===== src/rtl/spike_encoder_pkg.sv =====
// Shared types and sizing helpers for the race-logic spike encoder.
// The top and the per-lane slot both import this package.
package spike_encoder_pkg;

    typedef enum logic [1:0] {
        IDLE  = 2'd0,
        RUN   = 2'd1,
        RESET = 2'd2
    } state_e;

    localparam int DEFAULT_GAMMA_CYCLE_WIDTH = 16;
    localparam int DEFAULT_PULSE_WIDTH       = 8;
    localparam int FRAME_TICKS = DEFAULT_GAMMA_CYCLE_WIDTH + DEFAULT_PULSE_WIDTH;
    localparam int TICK_WIDTH  = $clog2(FRAME_TICKS) + 1;

    // Frame sizing for non-default parameterisations of the encoder.
    function automatic int frame_ticks_for(input int gamma_width, input int pulse_width);
        return gamma_width + pulse_width;
    endfunction

    function automatic int tick_width_for(input int gamma_width, input int pulse_width);
        return $clog2(gamma_width + pulse_width) + 1;
    endfunction

endpackage


===== src/rtl/spike_slot.sv =====
// One spike lane: registers a pulse of PULSE_WIDTH clocks that starts at the
// lane's spike time, judged against the tick the frame will be on next cycle.
module spike_slot
    import spike_encoder_pkg::*;
#(
    parameter int GAMMA_CYCLE_WIDTH = DEFAULT_GAMMA_CYCLE_WIDTH,
    parameter int PULSE_WIDTH       = DEFAULT_PULSE_WIDTH,
    parameter int VALUE_WIDTH       = $clog2(GAMMA_CYCLE_WIDTH),
    parameter int TICK_W            = TICK_WIDTH
) (
    input  logic                   clk,
    input  logic                   rst,
    input  logic [TICK_W-1:0]      tick_next,
    input  logic [VALUE_WIDTH-1:0] spike_time,
    input  logic                   enable,
    input  logic                   run_next,
    output logic                   spike
);

    // One spare bit so time + PULSE_WIDTH never wraps.
    localparam int CW = TICK_W + 1;
    localparam logic [VALUE_WIDTH:0] GAMMA_LIM = (VALUE_WIDTH + 1)'(GAMMA_CYCLE_WIDTH);

    logic               spike_q;
    logic               spike_d;
    logic [VALUE_WIDTH:0] time_ext;
    logic [CW-1:0]      tick_c;
    logic [CW-1:0]      start_c;
    logic [CW-1:0]      end_c;
    logic               in_range;

    always_comb begin
        time_ext = {1'b0, spike_time};
        tick_c   = CW'(tick_next);
        start_c  = CW'(time_ext);
        end_c    = start_c + CW'(PULSE_WIDTH);
        in_range = (time_ext < GAMMA_LIM);
        spike_d  = run_next && enable && in_range &&
                   (tick_c >= start_c) && (tick_c < end_c);
    end

    always_ff @(posedge clk or negedge rst) begin
        if (!rst) begin
            spike_q <= 1'b0;
        end else begin
            spike_q <= spike_d;
        end
    end

    assign spike = spike_q;

endmodule


===== src/rtl/spike_encoder.sv =====
// Race-logic encoder: double-buffered value vectors become per-lane pulses
// inside one gamma cycle, followed by a one-clock downstream reset.
module spike_encoder
    import spike_encoder_pkg::*;
#(
    parameter int GAMMA_CYCLE_WIDTH = DEFAULT_GAMMA_CYCLE_WIDTH,
    parameter int PULSE_WIDTH       = DEFAULT_PULSE_WIDTH,
    parameter int NUM_INPUTS        = 16,
    parameter int VALUE_WIDTH       = $clog2(GAMMA_CYCLE_WIDTH)
) (
    input  logic                              clk,
    input  logic                              rst,
    input  logic                              in_valid,
    output logic                              in_ready,
    input  logic [NUM_INPUTS*VALUE_WIDTH-1:0] in_times,
    input  logic [NUM_INPUTS-1:0]             in_enable,
    output logic [NUM_INPUTS-1:0]             output_spikes,
    output logic                              gamma_start,
    output logic                              gamma_rst,
    output logic                              busy
);

    localparam int FRAME_LEN = frame_ticks_for(GAMMA_CYCLE_WIDTH, PULSE_WIDTH);
    localparam int TICK_W    = tick_width_for(GAMMA_CYCLE_WIDTH, PULSE_WIDTH);
    localparam logic [TICK_W-1:0] LAST_TICK = TICK_W'(FRAME_LEN - 1);

    state_e                            state_q, state_d;
    logic [TICK_W-1:0]                 tick_q, tick_d;
    logic                              pending_full_q, pending_full_d;
    logic [NUM_INPUTS*VALUE_WIDTH-1:0] pending_times_q, pending_times_d;
    logic [NUM_INPUTS-1:0]             pending_enable_q, pending_enable_d;
    logic [NUM_INPUTS*VALUE_WIDTH-1:0] active_times_q, active_times_d;
    logic [NUM_INPUTS-1:0]             active_enable_q, active_enable_d;
    logic                              transfer;
    logic                              load;
    logic                              run_next;

    always_comb begin
        state_d          = state_q;
        tick_d           = tick_q;
        pending_full_d   = pending_full_q;
        pending_times_d  = pending_times_q;
        pending_enable_d = pending_enable_q;
        active_times_d   = active_times_q;
        active_enable_d  = active_enable_q;
        load             = 1'b0;
        transfer         = in_valid && !pending_full_q;

        case (state_q)
            IDLE: begin
                if (pending_full_q) begin
                    load    = 1'b1;
                    state_d = RUN;
                    tick_d  = '0;
                end
            end
            RUN: begin
                if (tick_q == LAST_TICK) begin
                    state_d = RESET;
                    tick_d  = '0;
                end else begin
                    tick_d = tick_q + TICK_W'(1);
                end
            end
            RESET: begin
                tick_d = '0;
                if (pending_full_q) begin
                    load    = 1'b1;
                    state_d = RUN;
                end else begin
                    state_d = IDLE;
                end
            end
            default: begin
                state_d = IDLE;
                tick_d  = '0;
            end
        endcase

        // Load and capture are exclusive: capture needs the buffer empty.
        if (load) begin
            active_times_d  = pending_times_q;
            active_enable_d = pending_enable_q;
            pending_full_d  = 1'b0;
        end
        if (transfer) begin
            pending_times_d  = in_times;
            pending_enable_d = in_enable;
            pending_full_d   = 1'b1;
        end

        run_next = (state_d == RUN);
    end

    always_ff @(posedge clk or negedge rst) begin
        if (!rst) begin
            state_q          <= IDLE;
            tick_q           <= '0;
            pending_full_q   <= 1'b0;
            pending_times_q  <= '0;
            pending_enable_q <= '0;
            active_times_q   <= '0;
            active_enable_q  <= '0;
        end else begin
            state_q          <= state_d;
            tick_q           <= tick_d;
            pending_full_q   <= pending_full_d;
            pending_times_q  <= pending_times_d;
            pending_enable_q <= pending_enable_d;
            active_times_q   <= active_times_d;
            active_enable_q  <= active_enable_d;
        end
    end

    // Lanes see the next-cycle tick and vector so each pulse is a clean flop output.
    for (genvar i = 0; i < NUM_INPUTS; i++) begin : g_lane
        spike_slot #(
            .GAMMA_CYCLE_WIDTH(GAMMA_CYCLE_WIDTH),
            .PULSE_WIDTH      (PULSE_WIDTH),
            .VALUE_WIDTH      (VALUE_WIDTH),
            .TICK_W           (TICK_W)
        ) u_slot (
            .clk       (clk),
            .rst       (rst),
            .tick_next (tick_d),
            .spike_time(active_times_d[i*VALUE_WIDTH +: VALUE_WIDTH]),
            .enable    (active_enable_d[i]),
            .run_next  (run_next),
            .spike     (output_spikes[i])
        );
    end

    assign in_ready    = !pending_full_q;
    assign busy        = (state_q != IDLE);
    assign gamma_rst   = (state_q != RUN);
    assign gamma_start = (state_q == RUN) && (tick_q == '0);

endmodule

===== config.mk =====
export PLATFORM = sky130hd
export DESIGN_NAME = spike_encoder
export DESIGN_NICKNAME = d
export VERILOG_FILES = /design/src/rtl/spike_encoder_pkg.sv /design/src/rtl/spike_slot.sv /design/src/rtl/spike_encoder.sv
export SDC_FILE = /design/constraint.sdc
export NUM_CORES = 1
export LEC_CHECK = 0
export BUFFER_PORTS_ARGS = -buffer_cell sky130_fd_sc_hd__clkbuf_2
export CAP_MARGIN = 20
export CORE_UTILIZATION = 60
export CTS_BUF_LIST = sky130_fd_sc_hd__clkbuf_8 sky130_fd_sc_hd__clkbuf_16
export CTS_CLUSTER_SIZE = 8
export DETAILED_ROUTE_END_ITERATION = 8
export HOLD_SLACK_MARGIN = 0.03
export PLACE_DENSITY = 0.81
export SYNTH_ARGS = -nofsm -noshare
export SYNTH_HDL_FRONTEND = slang
export SYNTH_SLANG_ARGS = --single-unit

===== constraint.sdc =====
create_clock -name clk -period 6.5 [get_ports clk]
set_input_delay 1.3 -clock clk [delete_from_list [all_inputs] [get_ports clk]]
set_output_delay 1.3 -clock clk [all_outputs]
set_load 0.005 [all_outputs]

# After elaboration in Yosys (flattened, before gate mapping)
# Cells that the tools add are included.
totals:
  out_inout_bits: 20
  register_bits: 185
op_classes:
  n_eq_ne: 5
  order_cmp: 32
  add_sub_neg: 17
  n_reduce_logical: 56
  mux: 13
ops:
  columns: ["op", "count"]
  rows:
  - ["< comparator 6 x 7 -> 1 bit", 16]
  - ["greater-or-equal comparator 6 x 4 -> 1 bit", 16]
  - ["adder 4 x 4 -> 5 bit (second input constant)", 16]
  - ["two-way mux 64 bit", 1]
  - ["logical AND 1 bit", 50]
  - ["two-way mux 16 bit", 1]
  - ["two-way mux 6 bit", 2]
  - ["one-hot mux 6 bit (2 select lines)", 1]
  - ["adder 6 x 1 -> 6 bit (second input constant)", 1]
  - ["== test 6 x 5 -> 1 bit (second input constant)", 1]
  - ["zero test 6 bit", 1]
  - ["one-hot mux 2 bit (3 select lines)", 1]
  - ["two-way mux 1 bit", 5]
  - ["== test 2 x 1 -> 1 bit (second input constant)", 2]
  - ["two-way mux 2 bit", 2]
  - ["nonzero test 2 bit", 2]
  - ["== test 2 bit (second input constant)", 1]
  - ["zero test 2 bit", 1]
  - ["!= test 2 x 1 -> 1 bit (second input constant)", 1]
  - ["OR reduction 2 bit", 1]
  - ["zero test 1 bit", 1]

# Logic depth before layout (Yosys ltp)
# Gate-level depths: netlist of the first run.
depth:
  depth_word: 7
  depth_mapped: 13
  ltp_nobuf: 11

# Cells and area by module
# Synthesis of the first run repeated with hierarchy kept, for this count alone.
hier_totals:
  cells_unflattened: 791
  hier_area_um2: 10171.0
modules_own_cells:
  columns: ["mod", "area_each_um2", "n_inst", "cells_per_inst"]
  rows:
  - ["spike_encoder", 6687.7, 1, 391]
  - ["spike_slot", 217.7, 16, 25]

# Least setup slack after synthesis of the first run
# Ideal clock, no wire load.
synth_path:
  kind: "register -> register"
  startpoint: "register tick_q[0]"
  endpoint: "register g_lane[8].u_slot.spike_q"
  arrival_time_ns: 4.209
  period_less_slack_ns: 4.335
  path_stages_with_launch: 10
  setup_slack_ns: 2.165
  required_time_ns: 6.374
  path_buffers: 0
  cell_sequence: "dfrtp_1 ha_1 nand4b_1 o21ai_2 o31ai_1 ha_1 a21oi_1 o21ai_0 and3b_1 o311a_1"
synth_rtl:
  columns: ["element", "line_no", "text"]
  rows:
  - ["start: declaration", "spike_encoder.sv:28", "logic [TICK_W-1:0] tick_q, tick_d;"]
  - ["start signal: assignment", "spike_encoder.sv:106", "tick_q <= tick_d;"]
  - ["adder 6 x 1 -> 6 bit / == test 6 x 5 -> 1 bit (equally long branches)", "spike_encoder.sv:62, spike_encoder.sv:58", null]
  - ["two-way mux 6 bit *", "spike_encoder.sv:58", "if (tick_q == LAST_TICK) begin"]
  - ["one-hot mux 6 bit (2 select lines) *", "spike_encoder.sv:49", "case (state_q)"]
  - ["via g_lane[0].u_slot.tick_next[3]", "spike_slot.sv:13", "input logic [TICK_W-1:0] tick_next,"]
  - ["greater-or-equal comparator 6 x 4 -> 1 bit", "spike_slot.sv:39", "(tick_c >= start_c) && (tick_c < end_c);"]
  - ["logical AND 1 bit", "spike_slot.sv:38", "spike_d = run_next && enable && in_range &&"]
  - ["logical AND 1 bit *", "spike_slot.sv:39", null]
  - ["via g_lane[8].u_slot.spike_d", "spike_slot.sv:25", "logic spike_d;"]
  - ["end signal: assignment", "spike_slot.sv:46", "spike_q <= spike_d;"]
  - ["end: declaration", "spike_slot.sv:24", "logic spike_q;"]
# Mark *: on every way through the listed nets, which the timed path passes. The rest lies on a longest branch.
# A chain may end at the register's enable or synchronous reset.

# Worst setup path in the final report of the first run
layout_path:
  startpoint: "register state_q[0]"
  endpoint: "register g_lane[10].u_slot.spike_q"
layout_between:
  elab_chain_len: 7
layout_lines:
  columns: ["element", "line_no", "text"]
  rows:
  - ["start: declaration", "spike_encoder.sv:27", "state_e state_q, state_d;"]
  - ["start signal: assignment", "spike_encoder.sv:105", "state_q <= state_d;"]
  - ["== test 2 bit / zero test 2 bit (equally long branches)", "spike_encoder.sv:49", null]
  - ["OR reduction 2 bit (no line)", null, null]
  - ["two-way mux 1 bit", null, null]
  - ["two-way mux 64 bit / two-way mux 16 bit (equally long branches)", "spike_encoder.sv:81", "if (load) begin"]
  - ["adder 4 x 4 -> 5 bit (tied with other cells)", "spike_slot.sv:36", "end_c = start_c + CW'(PULSE_WIDTH);"]
  - ["< comparator 6 x 7 -> 1 bit / logical AND 1 bit (equally long branches)", "spike_slot.sv:39, spike_slot.sv:38", null]
  - ["logical AND 1 bit *", "spike_slot.sv:39", null]
  - ["via g_lane[10].u_slot.spike_d", "spike_slot.sv:25", null]
  - ["end signal: assignment", "spike_slot.sv:46", null]
  - ["end: declaration", "spike_slot.sv:24", null]
# Marks and branches as above.

==> reports/results.txt, run 1 <==
Worst rel slew slack -> 0.315
WHS Path Cells -> 2
CP Max Fanout -> 49
RSZ-0062 raised after global routing -> false
Distinct cells, synth -> 49
Layout Area Growth over Synthesis -> 12.2%
Sequential-to-total area share from yosys stat -> 0.491
Post-CTS sizing -> 0
Setup TNS -> 0 ns
WP data arrival -> 3.67 ns
Min-delay src -> active_times_q[57]$_DFF_PN0_
#FFs+latches synth -> 185
Die Height -> 127 µm
Syn Nets -> 1020
Adder-Cell Fraction of Synth Area -> 0.130
Setup violators final -> 0
Worst setup EP type -> flop
Routed wire length -> 18.7 mm
# Max-Cap Violations -> 0
I/O Pins -> 103
Final Core Density -> 0.693
Mux cell area share after synthesis -> 0.137
DR pass1 iterations -> 4
R2R Path Start -> state_q[0]$_DFF_PN0_
CTS Buf Count -> 17
Drt initial violations -> 400
Worst-skew pair later-pin latency -> 0.45 ns
H-tree levels -> 4
Maximum vdd drop -> 0.000326 V
Setup bufs post-CTS -> 0
XOR/XNOR share of the synthesized area -> 0.000930
Yosys warns -> 0
Largest net degree at the start of global routing -> 123
Hold buffer count at CTS -> 0
Root buffer cell -> clkbuf_16
Met3 wire length -> 1.03 mm
Core Footprint -> 15300 µm²
Synth Area in Compound Gates -> 0.0754
Layout Nets -> 1104
Vias in the first global route -> 6419
Worst Setup Start Kind -> flop
LEAKAGE -> 5.53 nW
Standard-cell rows -> 45
Total power -> 6.51 mW
CTS tree -> built
Starting Density -> 0.617
Status -> finished clean
Wl on met1 -> 8.31 mm
Skew final -> 0.0160 ns
Mapped Cells -> 839
Worst Hold End -> active_times_q[57]$_DFF_PN0_
Grt total ovfl -> 0
N_diodes -> 0
Die Width -> 127 µm
RR Endpoint -> g_lane[10].u_slot.spike$_DFF_PN0_
Largest family of logic cells by synthesized area -> multiplexers
Final period utilization -> 0.515
Global-route wire length before repair -> 31.6 mm
Highest routed layer -> met4
Slew Limit Fails -> 0
HP Class -> flop to flop
Simple logic cell fraction of the synthesized area -> 0.108
Tot GR Track Use -> 0.252
PortBufs -> 102
CP Data Required Time -> 6.82 ns
R2R depth -> 8
Wire per inst -> 16.3 µm
Detail Route Antenna Nets -> 0
Fmax -> 299 MHz
CP Class -> flop to flop
Via density -> 5.47
Sink Count -> 185
RePlAce Congestion -> 0.822
Worst R2R Setup Slack -> 3.15 ns
Mean Syn Cell Area -> 11.2 µm²
Mapped Area -> 9420 µm²
Die Area -> 16200 µm²
Total number of vias -> 6269
Power Density -> 616 nW/µm²
DP HPWL -> 12.2 mm
CTS max path bufs -> 2
WL met2 -> 9.13 mm
CTS clk-pin slew, worst paths -> 0.07 ns
Worst-Margin Slew -> 1.03 ns
Layout cell share with drive strength beyond 1 -> 0.264
Drc violations -> 0
Final Hold Vio Count -> 0
Initial antenna violation count -> 0
Tmin final -> 3.35 ns
-- through the flow --
step / cell area, µm² / std cells / setup WS (ns) / hold slack, ns
after floorplan: 9420 / 839 / 2.16 / 0.441
after CTS: 10600 / 1147 / 3.15 / 0.475
after global routing: 10600 / 1147 / 2.94 / 0.497
after detailed placement: 9990 / 1115 / 3.17 / 0.459
final: 10600 / 1147 / 3.15 / 0.475
after global placement: 9990 / 1115 / 3.19 / 0.453
-- worst max-delay path by stage --
stage,startpoint,end,depth (start not counted)
after CTS,tick_q[0]$_DFF_PN0_,gamma_start,5
after detailed placement,in_valid,pending_enable_q[3]$_DFFE_PN0P_,4
after floorplan,tick_q[0]$_DFF_PN0_,g_lane[8].u_slot.spike$_DFF_PN0_,9
after global routing,state_q[0]$_DFF_PN0_,g_lane[6].u_slot.spike$_DFF_PN0_,9
after global placement,in_valid,pending_times_q[20]$_DFFE_PN0P_,4
final,state_q[0]$_DFF_PN0_,g_lane[10].u_slot.spike$_DFF_PN0_,8
-- flip-flops by register name, indices dropped and copies added (netlist names) --
name,cells
active_times_q,64
pending_times_q,64
active_enable_q,16
g_lane.u_slot.spike,16
pending_enable_q,16
tick_q,6
state_q,2
pending_full_q,1
-- synthesized netlist by cell type, drive strengths merged --
| library cell | number | share of area |
|---|---|---|
| dfrtp | 185 | 0.49 |
| nand2 | 167 | 0.067 |
| ha | 98 | 0.13 |
| mux2 | 96 | 0.12 |
| inv | 65 | 0.026 |
| buf | 41 | 0.030 |
| a21oi | 33 | 0.018 |
| o21ai | 19 | 0.011 |
| mux2i | 18 | 0.019 |
| nor2 | 18 | 0.0072 |
| o311a | 16 | 0.017 |
| nand3 | 15 | 0.0080 |
| nand2b | 7 | 0.0054 |
| nor2b | 7 | 0.0046 |
| a31oi | 6 | 0.0040 |
| a21o | 5 | 0.0040 |
| and2b | 5 | 0.0042 |
| a221oi | 4 | 0.0037 |
| and4b | 4 | 0.0042 |
| o211a | 4 | 0.0042 |
| a211oi | 3 | 0.0024 |
| nor3 | 3 | 0.0021 |
| o211ai | 3 | 0.0024 |
| clkbuf | 2 | 0.00080 |
| nand3b | 2 | 0.0016 |
| o31ai | 2 | 0.0031 |
| a221o | 1 | 0.0011 |
| a22o | 1 | 0.00093 |
| a22oi | 1 | 0.00080 |
| and3b | 1 | 0.00093 |
| nand4 | 1 | 0.00066 |
| nand4b | 1 | 0.00093 |
| o221a | 1 | 0.0021 |
| o41ai | 1 | 0.00093 |
| or2 | 1 | 0.00066 |
| or4b | 1 | 0.0011 |
| xor2 | 1 | 0.00093 |
-- metal layers --
| metal | track usage | up-vias |
|---|---|---|
| met5 | 0 | - |
| met3 | 0.0536 | 15 |
| met4 | 0.0854 | 0 |
| met2 | 0.415 | 135 |
| li1 | - | 3014 |
| met1 | 0.335 | 3105 |
-- kinds of logic (layout without fill, tap and decap cells) --
family                   count (synthesis)  count (layout)
adder cells (fa/ha/maj)                 98              98
AND/OR/NAND/NOR                        233             233
buffers and inverters                  108             205
flip-flops                             185             185
multiplexers                           114             114
AO/OA/AOI/OAI                          100             100
XOR/XNOR                                 1               1
-- worst max-delay path, stage by stage, from the launching register on --
cell and delay [ns]:
dfrtp_1 0.51, nand2b_4 0.65, buf_4 0.51, mux2i_1 0.30
ha_1 0.29, nor2b_1 0.14, a221oi_1 0.32, a21oi_1 0.11
o311a_1 0.35
-- cell type report --
| type | count | area [µm²] |
|---|---|---|
| Clock buffer | 18 | 439 |
| Sequential cell | 185 | 4630 |
| Clock inverter | 14 | 138 |
| Multi-Input combinational cell | 546 | 4290 |
| Fill cell | 1124 | 4690 |
| Tap cell | 211 | 264 |
| Timing Repair Buffer | 108 | 564 |
| Inverter | 65 | 246 |
-- power breakdown --
part           switching [mW]  leakage [nW]  internal (mW)  total (mW)
clock network           0.473         0.283          0.548        1.02
registers               0.278          2.25           1.71        1.99
logic                    1.95          3.00           1.55        3.50
-- cells in the final DEF, fill, tap and decap left out, drive strengths merged, types with 6 or more instances in the layout --
master  netlist  layout
nor2         18      18
inv          65      73
mux2i        18      18
nor2b         7       7
nand2b        7       7
o311a        16      16
ha           98      98
nand2       167     167
a31oi         6       6
dfrtp       185     185
clkbuf        2     120
nand3        15      15
buf          41       6
a21oi        33      33
o21ai        19      19
mux2         96      96
No activity file was read; power rests on OpenSTA's default activity.
==> run 2, diff against run 1 <==
Settings changed: ABC_AREA set to 1, CORE_UTILIZATION 60 to 59, PLACE_DENSITY 0.81 to 0.8.
Clock period 6.5 ns to 3.5 ns, I/O delays scaled along.
==> run 2 against run 1 <==
Effect of this change: synthesized cell count is 30% higher; critical path depth up 8; cell count rose by 22%; first-iteration DRC count is 3.0% higher; flip-flop and latch count stayed put; design area up 4.5%; global-route usage rose by 1.6 points; sequential share of layout area fell by 1.9 points; non-clock buffer count rose by 11; via count is 17% higher; routed wire length grew 13%; setup slack worse by 2.5 ns.
==> reports/results.txt, run 2 <==
Status -> finished clean
Largest net degree at the start of global routing -> 88 (-28%)
Die Height -> 131 µm (+2.6%)
CTS Buf Count -> 17 (unchanged)
CP dominant cell by count -> nand2_1
Synth Flop Type -> dfrtp_1
Wire per inst -> 15.0 µm (-7.8%)
Standard-cell rows -> 46 (+2.2%)
CTS max path bufs -> 2 (unchanged)
DR pass1 iterations -> 5 (+1)
Skew final -> 0.0108 ns (-0.00519 ns)
Worst-Margin Slew -> 0.860 ns (-0.167 ns)
Mapped Area -> 9760 µm² (+3.6%)
Setup violators final -> 0 (unchanged)
Tmin final -> 2.83 ns (-0.520 ns)
Detail Route Antenna Nets -> 0 (unchanged)
Slew Limit Fails -> 0 (unchanged)
Critical path's slowest cell -> dfrtp_1
Mapped Cells -> 1088 (+30%)
RePlAce Congestion -> 0.874 (+6.4%)
WP data arrival -> 3.21 ns (-0.46 ns)
Setup bufs post-CTS -> 0 (unchanged)
Routed wire length -> 21.1 mm (+13%)
Die Area -> 17100 µm² (+5.3%)
Final period utilization -> 0.808 (+0.293)
Worst setup EP type -> flop
Yosys warns -> 0 (unchanged)
Tot GR Track Use -> 0.269 (+0.0162)
Sequential-to-total area share from yosys stat -> 0.474 (-0.0173)
Worst stage delay on the critical path -> 0.42 ns (-0.23 ns)
Hold buffer count at CTS -> 0 (unchanged)
Worst Setup Start Kind -> flop
Post-synth ARST share -> 1.00 (unchanged)
#FFs+latches synth -> 185 (unchanged)
Layout Area Growth over Synthesis -> 13.1%
Post-synth EDFFs -> 0 (unchanged)
Sink Count -> 185 (unchanged)
Starting Density -> 0.610 (-0.00721)
Core Footprint -> 16000 µm² (+4.9%)
H-tree levels -> 4 (unchanged)
Syn Nets -> 1269 (+24%)
CP Max Fanout -> 14 (-71%)
Global-route wire length before repair -> 34.7 mm (+10%)
PortBufs -> 102 (unchanged)
Layout cell share with drive strength beyond 1 -> 0.189 (-0.0747)
Setup TNS -> 0 ns (unchanged)
CTS tree -> built
Post-CTS sizing -> 0 (unchanged)
Post-synth top cells -> 229 x nand2_1, 185 x dfrtp_1, 168 x inv_1, 98 x ha_1, 85 x a21oi_1
Initial antenna violation count -> 0 (unchanged)
Top-count cell post-synth -> nand2_1
N_diodes -> 0 (unchanged)
Worst rel slew slack -> 0.426 (+0.112)
CP Data Required Time -> 3.88 ns (-2.94 ns)
Grt total ovfl -> 0 (unchanged)
RSZ-0062 raised after global routing -> false
Total number of vias -> 7314 (+17%)
Die Width -> 131 µm (+2.6%)
I/O Pins -> 103 (unchanged)
CP Class -> flop to flop
Dominant cell type by area after synthesis -> dfrtp_1
HP Class -> primary input to async pin
Mean Syn Cell Area -> 8.97 µm² (-20%)
Final Hold Vio Count -> 0 (unchanged)
Fmax -> 354 MHz (+18%)
Distinct cells, synth -> 31 (-37%)
Synth area leaders -> dfrtp_1 47%, ha_1 13%, nand2_1 8.8%
Layout Nets -> 1358 (+23%)
Commonest non-fill, non-tap cell in the layout -> nand2_1
Root buffer cell -> clkbuf_16
CTS clk-pin slew, worst paths -> 0.07 ns (about the same)
Top-area cell type share of the netlist area -> 0.474 (-0.0173)
Fin Hold WS -> 0.304 ns (-0.171 ns)
Via density -> 5.21 (-4.8%)
DP HPWL -> 14.4 mm (+18%)
Most frequent cells in the layout -> 228 x nand2_1, 185 x dfrtp_1, 169 x inv_1, 101 x clkbuf_2, 98 x ha_1
Biggest registers after layout -> active_times_q x64, pending_times_q x64
Drc violations -> 0 (unchanged)
Drt initial violations -> 412 (+3.0%)
Critical-path cell list -> inv_2 -> nand2_1 -> nor2_2 -> inv_1 -> o32ai_2 -> buf_4 -> ha_1 -> a21oi_1 -> nand2_1 -> nand2_1 -> nand2_1 -> nand2_1 -> nand2_1 -> nor2_1 -> nand2_1 -> inv_1
Vias in the first global route -> 7365 (+15%)
Worst-skew pair later-pin latency -> 0.44 ns (about the same)
# Max-Cap Violations -> 0 (unchanged)
-- run 2: cell count changes in the layout (fill, tap and decap cells not counted), sizes merged, moves of 34 or more --
cell / before / now
nand3: 15 / 49
nor2: 18 / 69
mux2: 96 / 41
inv: 73 / 174
o21ai: 19 / 56
a21oi: 33 / 85
nand2: 167 / 235
-- run 2: worst max-delay path: cells and delay by family (launching register included) --
family,cells,cell delay [ns]
fa+ha+maj,1,0.34
buf+inv,4,0.71
simple gates,9,0.74
compound gates,2,0.55
flops,1,0.42
-- run 2: path summary, 6_finish.rpt --
| check | start | to | slack (ns) | cells after the start |
|---|---|---|---|---|
| worst max-delay path | state_q[0]$_DFF_PN0_ | g_lane[12].u_slot.spike$_DFF_PN0_ | 0.67 | 16 |
| worst min-delay path | rst | pending_times_q[5]$_DFFE_PN0P_ | 0.30 | 1 |
| worst max register to register | state_q[0]$_DFF_PN0_ | g_lane[12].u_slot.spike$_DFF_PN0_ | 0.67 | 16 |
| worst min register to register | active_enable_q[13]$_DFF_PN0_ | active_enable_q[13]$_DFF_PN0_ | 0.48 | 2 |
| max in group asynchronous | rst | pending_times_q[55]$_DFFE_PN0P_ | 2.26 | 2 |
| min in group clk | active_enable_q[13]$_DFF_PN0_ | active_enable_q[13]$_DFF_PN0_ | 0.48 | 2 |
-- run 2: cell families (layout without fill, tap and decap cells) --
family          after synthesis  in the layout  synth area share
compound gates              150            150            0.0793
xor+xnor                      1              1          0.000897
fa+ha+maj                    98             98             0.126
buf+inv                     220            321            0.0976
flops                       185            185             0.474
mux                          41             41            0.0473
simple gates                393            393             0.175
-- run 2: through the flow --
step	util	area, µm²	instances	setup slack [ns]
3_5_place_dp	0.652	10400	1374	0.757
2_1_floorplan	-	9770	1088	0.482
6_report	0.690	11000	1405	0.672
5_1_grt	0.690	11000	1405	0.388
4_1_cts	0.690	11000	1405	0.725
3_3_place_gp	0.652	10400	1374	0.811
-- run 2: final cells by class --
cell class	count	area, µm²
inverter	171	642
timing repair buffer	119	684
sequential	185	4630
fill	1255	4960
clock buffer	19	453
clock inverter	12	148
multi-input combinational	683	4210
tap	216	270
-- run 2: layer usage --
metal,routed length (µm),track usage,vias to the layer above
li1,-,-,3610
met1,9390,0.336,3432
met2,10100,0.447,214
met3,1010,0.0607,58
met4,667,0.118,0
met5,0,0,-
Power of run 2 is not shown: default switching activity piles up to over one toggle a cycle in this logic, so the estimate is an artifact.
==> run 3, diff against run 2 <==
Clock period 3.5 ns to 2.8 ns, I/O delays scaled along.
==> run 3 against run 2 <==
Effect of this change: clock skew shrank 0.0014 ns; highest routed layer unchanged; flip-flop and latch count unchanged; die area did not move; register-to-register slack worse by 0.45 ns; design area rose by 1.1%; via count is 0.86% lower; routed wire length is 1.0% higher; sequential share of layout area shrank 0.45 points; first-iteration DRC count grew 0.73%; critical path depth shrank 2; critical path type unchanged; cell count up 0.14%; setup slack lost 0.45 ns.
==> reports/results.txt, run 3 (same netlist as run 2, synthesis figures left out) <==
PortBufs -> 102 (unchanged)
Wl on met1 -> 9.71 mm (+3.4%)
Highest routed layer -> met4
Worst rel slew slack -> 0.593 (+0.167)
Setup violators final -> 0 (unchanged)
RePlAce Congestion -> 0.866 (-0.90%)
Initial antenna violation count -> 0 (unchanged)
Detail Route Antenna Nets -> 0 (unchanged)
Setup ws final -> 0.224 ns (-0.448 ns)
Slew Limit Fails -> 0 (unchanged)
CTS max path bufs -> 2 (unchanged)
Drc violations -> 0 (unchanged)
Grt total ovfl -> 0 (unchanged)
WL met2 -> 10.3 mm (+2.3%)
Largest net degree at the start of global routing -> 76 (-14%)
CP Data Required Time -> 3.15 ns (-0.73 ns)
R2R depth -> 14 (-2)
Drt initial violations -> 415 (+0.73%)
Final period utilization -> 0.920 (+0.112)
RSZ-0062 raised after global routing -> false
Wire per inst -> 15.2 µm (+0.86%)
CP Class -> flop to flop
Setup TNS -> 0 ns (unchanged)
Worst R2R Setup Slack -> 0.22 ns (-0.45 ns)
WP data arrival -> 2.93 ns (-0.28 ns)
Vias in the first global route -> 7208 (-2.1%)
Layout Area Growth over Synthesis -> 14.3%
Root buffer cell -> clkbuf_16
DR pass1 iterations -> 5 (unchanged)
CP Max Fanout -> 8 (-6)
Starting Density -> 0.610 (unchanged)
Layout Nets -> 1359 (+0.074%)
# Max-Cap Violations -> 0 (unchanged)
DP Area -> 10500 µm² (+0.41%)
CTS clk-pin slew, worst paths -> 0.07 ns (about the same)
Global-route wire length before repair -> 35.3 mm (+1.6%)
Final Cell Area -> 11200 µm² (+1.1%)
Total number of vias -> 7251 (-0.86%)
Tot GR Track Use -> 0.272 (+0.00395)
N_diodes -> 0 (unchanged)
Most frequent cells in the layout -> 228 x nand2_1, 185 x dfrtp_1, 166 x inv_1, 101 x clkbuf_2, 98 x ha_1
R2R Path Start -> state_q[0]$_DFF_PN0_
CP startpoint -> state_q[0]$_DFF_PN0_
Final Hold Vio Count -> 0 (unchanged)
DP HPWL -> 14.4 mm (about the same)
Die Width -> 131 µm (unchanged)
Worst-Margin Slew -> 0.611 ns (-0.249 ns)
Commonest non-fill, non-tap cell in the layout -> nand2_1
Status -> finished clean
Standard-cell rows -> 46 (unchanged)
Fmax -> 388 MHz (+9.8%)
CTS tree -> built
Met3 wire length -> 937 µm (-7.0%)
Die Height -> 131 µm (unchanged)
Routed wire length -> 21.3 mm (+1.0%)
H-tree levels -> 4 (unchanged)
Skew final -> 0.00939 ns (-0.00138 ns)
HP Class -> primary input to async pin
Tmin final -> 2.58 ns (-0.252 ns)
Worst-skew pair later-pin latency -> 0.44 ns (about the same)
CTS Buf Count -> 17 (unchanged)
Worst setup EP type -> flop
Die Area -> 17100 µm² (unchanged)
I/O Pins -> 103 (unchanged)
Sink Count -> 185 (unchanged)
Layout cell share with drive strength beyond 1 -> 0.193 (+0.00388)
Biggest registers after layout -> active_times_q x64, pending_times_q x64
Via density -> 5.15 (-1.0%)
Setup slack at placement -> 0.105 ns (-0.652 ns)
Core Footprint -> 16000 µm² (unchanged)
Worst Setup Start Kind -> flop
[run 3: cell count changes in the layout (fill, tap and decap cells not counted), sizes merged]
cell	delta
buf	+1
bufinv	+1
clkbuf	-1
clkinv	-3
clkinvlp	+2
inv	+2
[run 3: repair_timing]
action / CTS / global route
buffers inserted: 0 / 1
gates resized for setup: 0 / 6
hold buffers: 0 / 0
endpoints found under the setup margin: 0 / 16
[run 3: final cells by class]
class	count	area, µm²
fillers	1254	4840
flip-flops and latches	185	4630
multi-input cells	683	4230
repair buffers	120	746
inverters	171	642
clock buffers	18	439
well taps	216	270
clock inverters	14	209
[run 3: path summary, 6_finish.rpt]
path / endpoint
max: g_lane[14].u_slot.spike$_DFF_PN0_
min: pending_times_q[25]$_DFFE_PN0P_
max reg2reg: g_lane[14].u_slot.spike$_DFF_PN0_
min reg2reg: active_enable_q[1]$_DFF_PN0_
max in group asynchronous: active_enable_q[15]$_DFF_PN0_
min in group clk: pending_times_q[38]$_DFFE_PN0P_
[run 3: stage by stage]
stage,std cells,util,hold slack (ns)
final,1407,0.698,0.146
after global routing,1407,0.698,0.183
after CTS,1405,0.696,0.162
after detailed placement,1373,0.655,0.466
after global placement,1373,0.655,0.459
after floorplan,1088,-,0.264
[run 3: layer usage]
metal | vias up | GRT usage
met5 | - | 0
met4 | 0 | 0.0859
met3 | 37 | 0.0562
met2 | 170 | 0.448
met1 | 3433 | 0.363
li1 | 3611 | -
[run 3: critical path, cell delays in order (launching register included)]
cell	delay (ns)
dfrtp_1	0.42
inv_2	0.16
nand2_1	0.11
nor2_2	0.21
inv_2	0.12
o32ai_4	0.16
buf_4	0.27
ha_1	0.28
a21oi_1	0.18
nand2_1	0.09
nand2_1	0.08
nand2_1	0.06
a21oi_1	0.14
nand2_1	0.07
nor2_1	0.14
Power of run 3 is left out for the same reason.
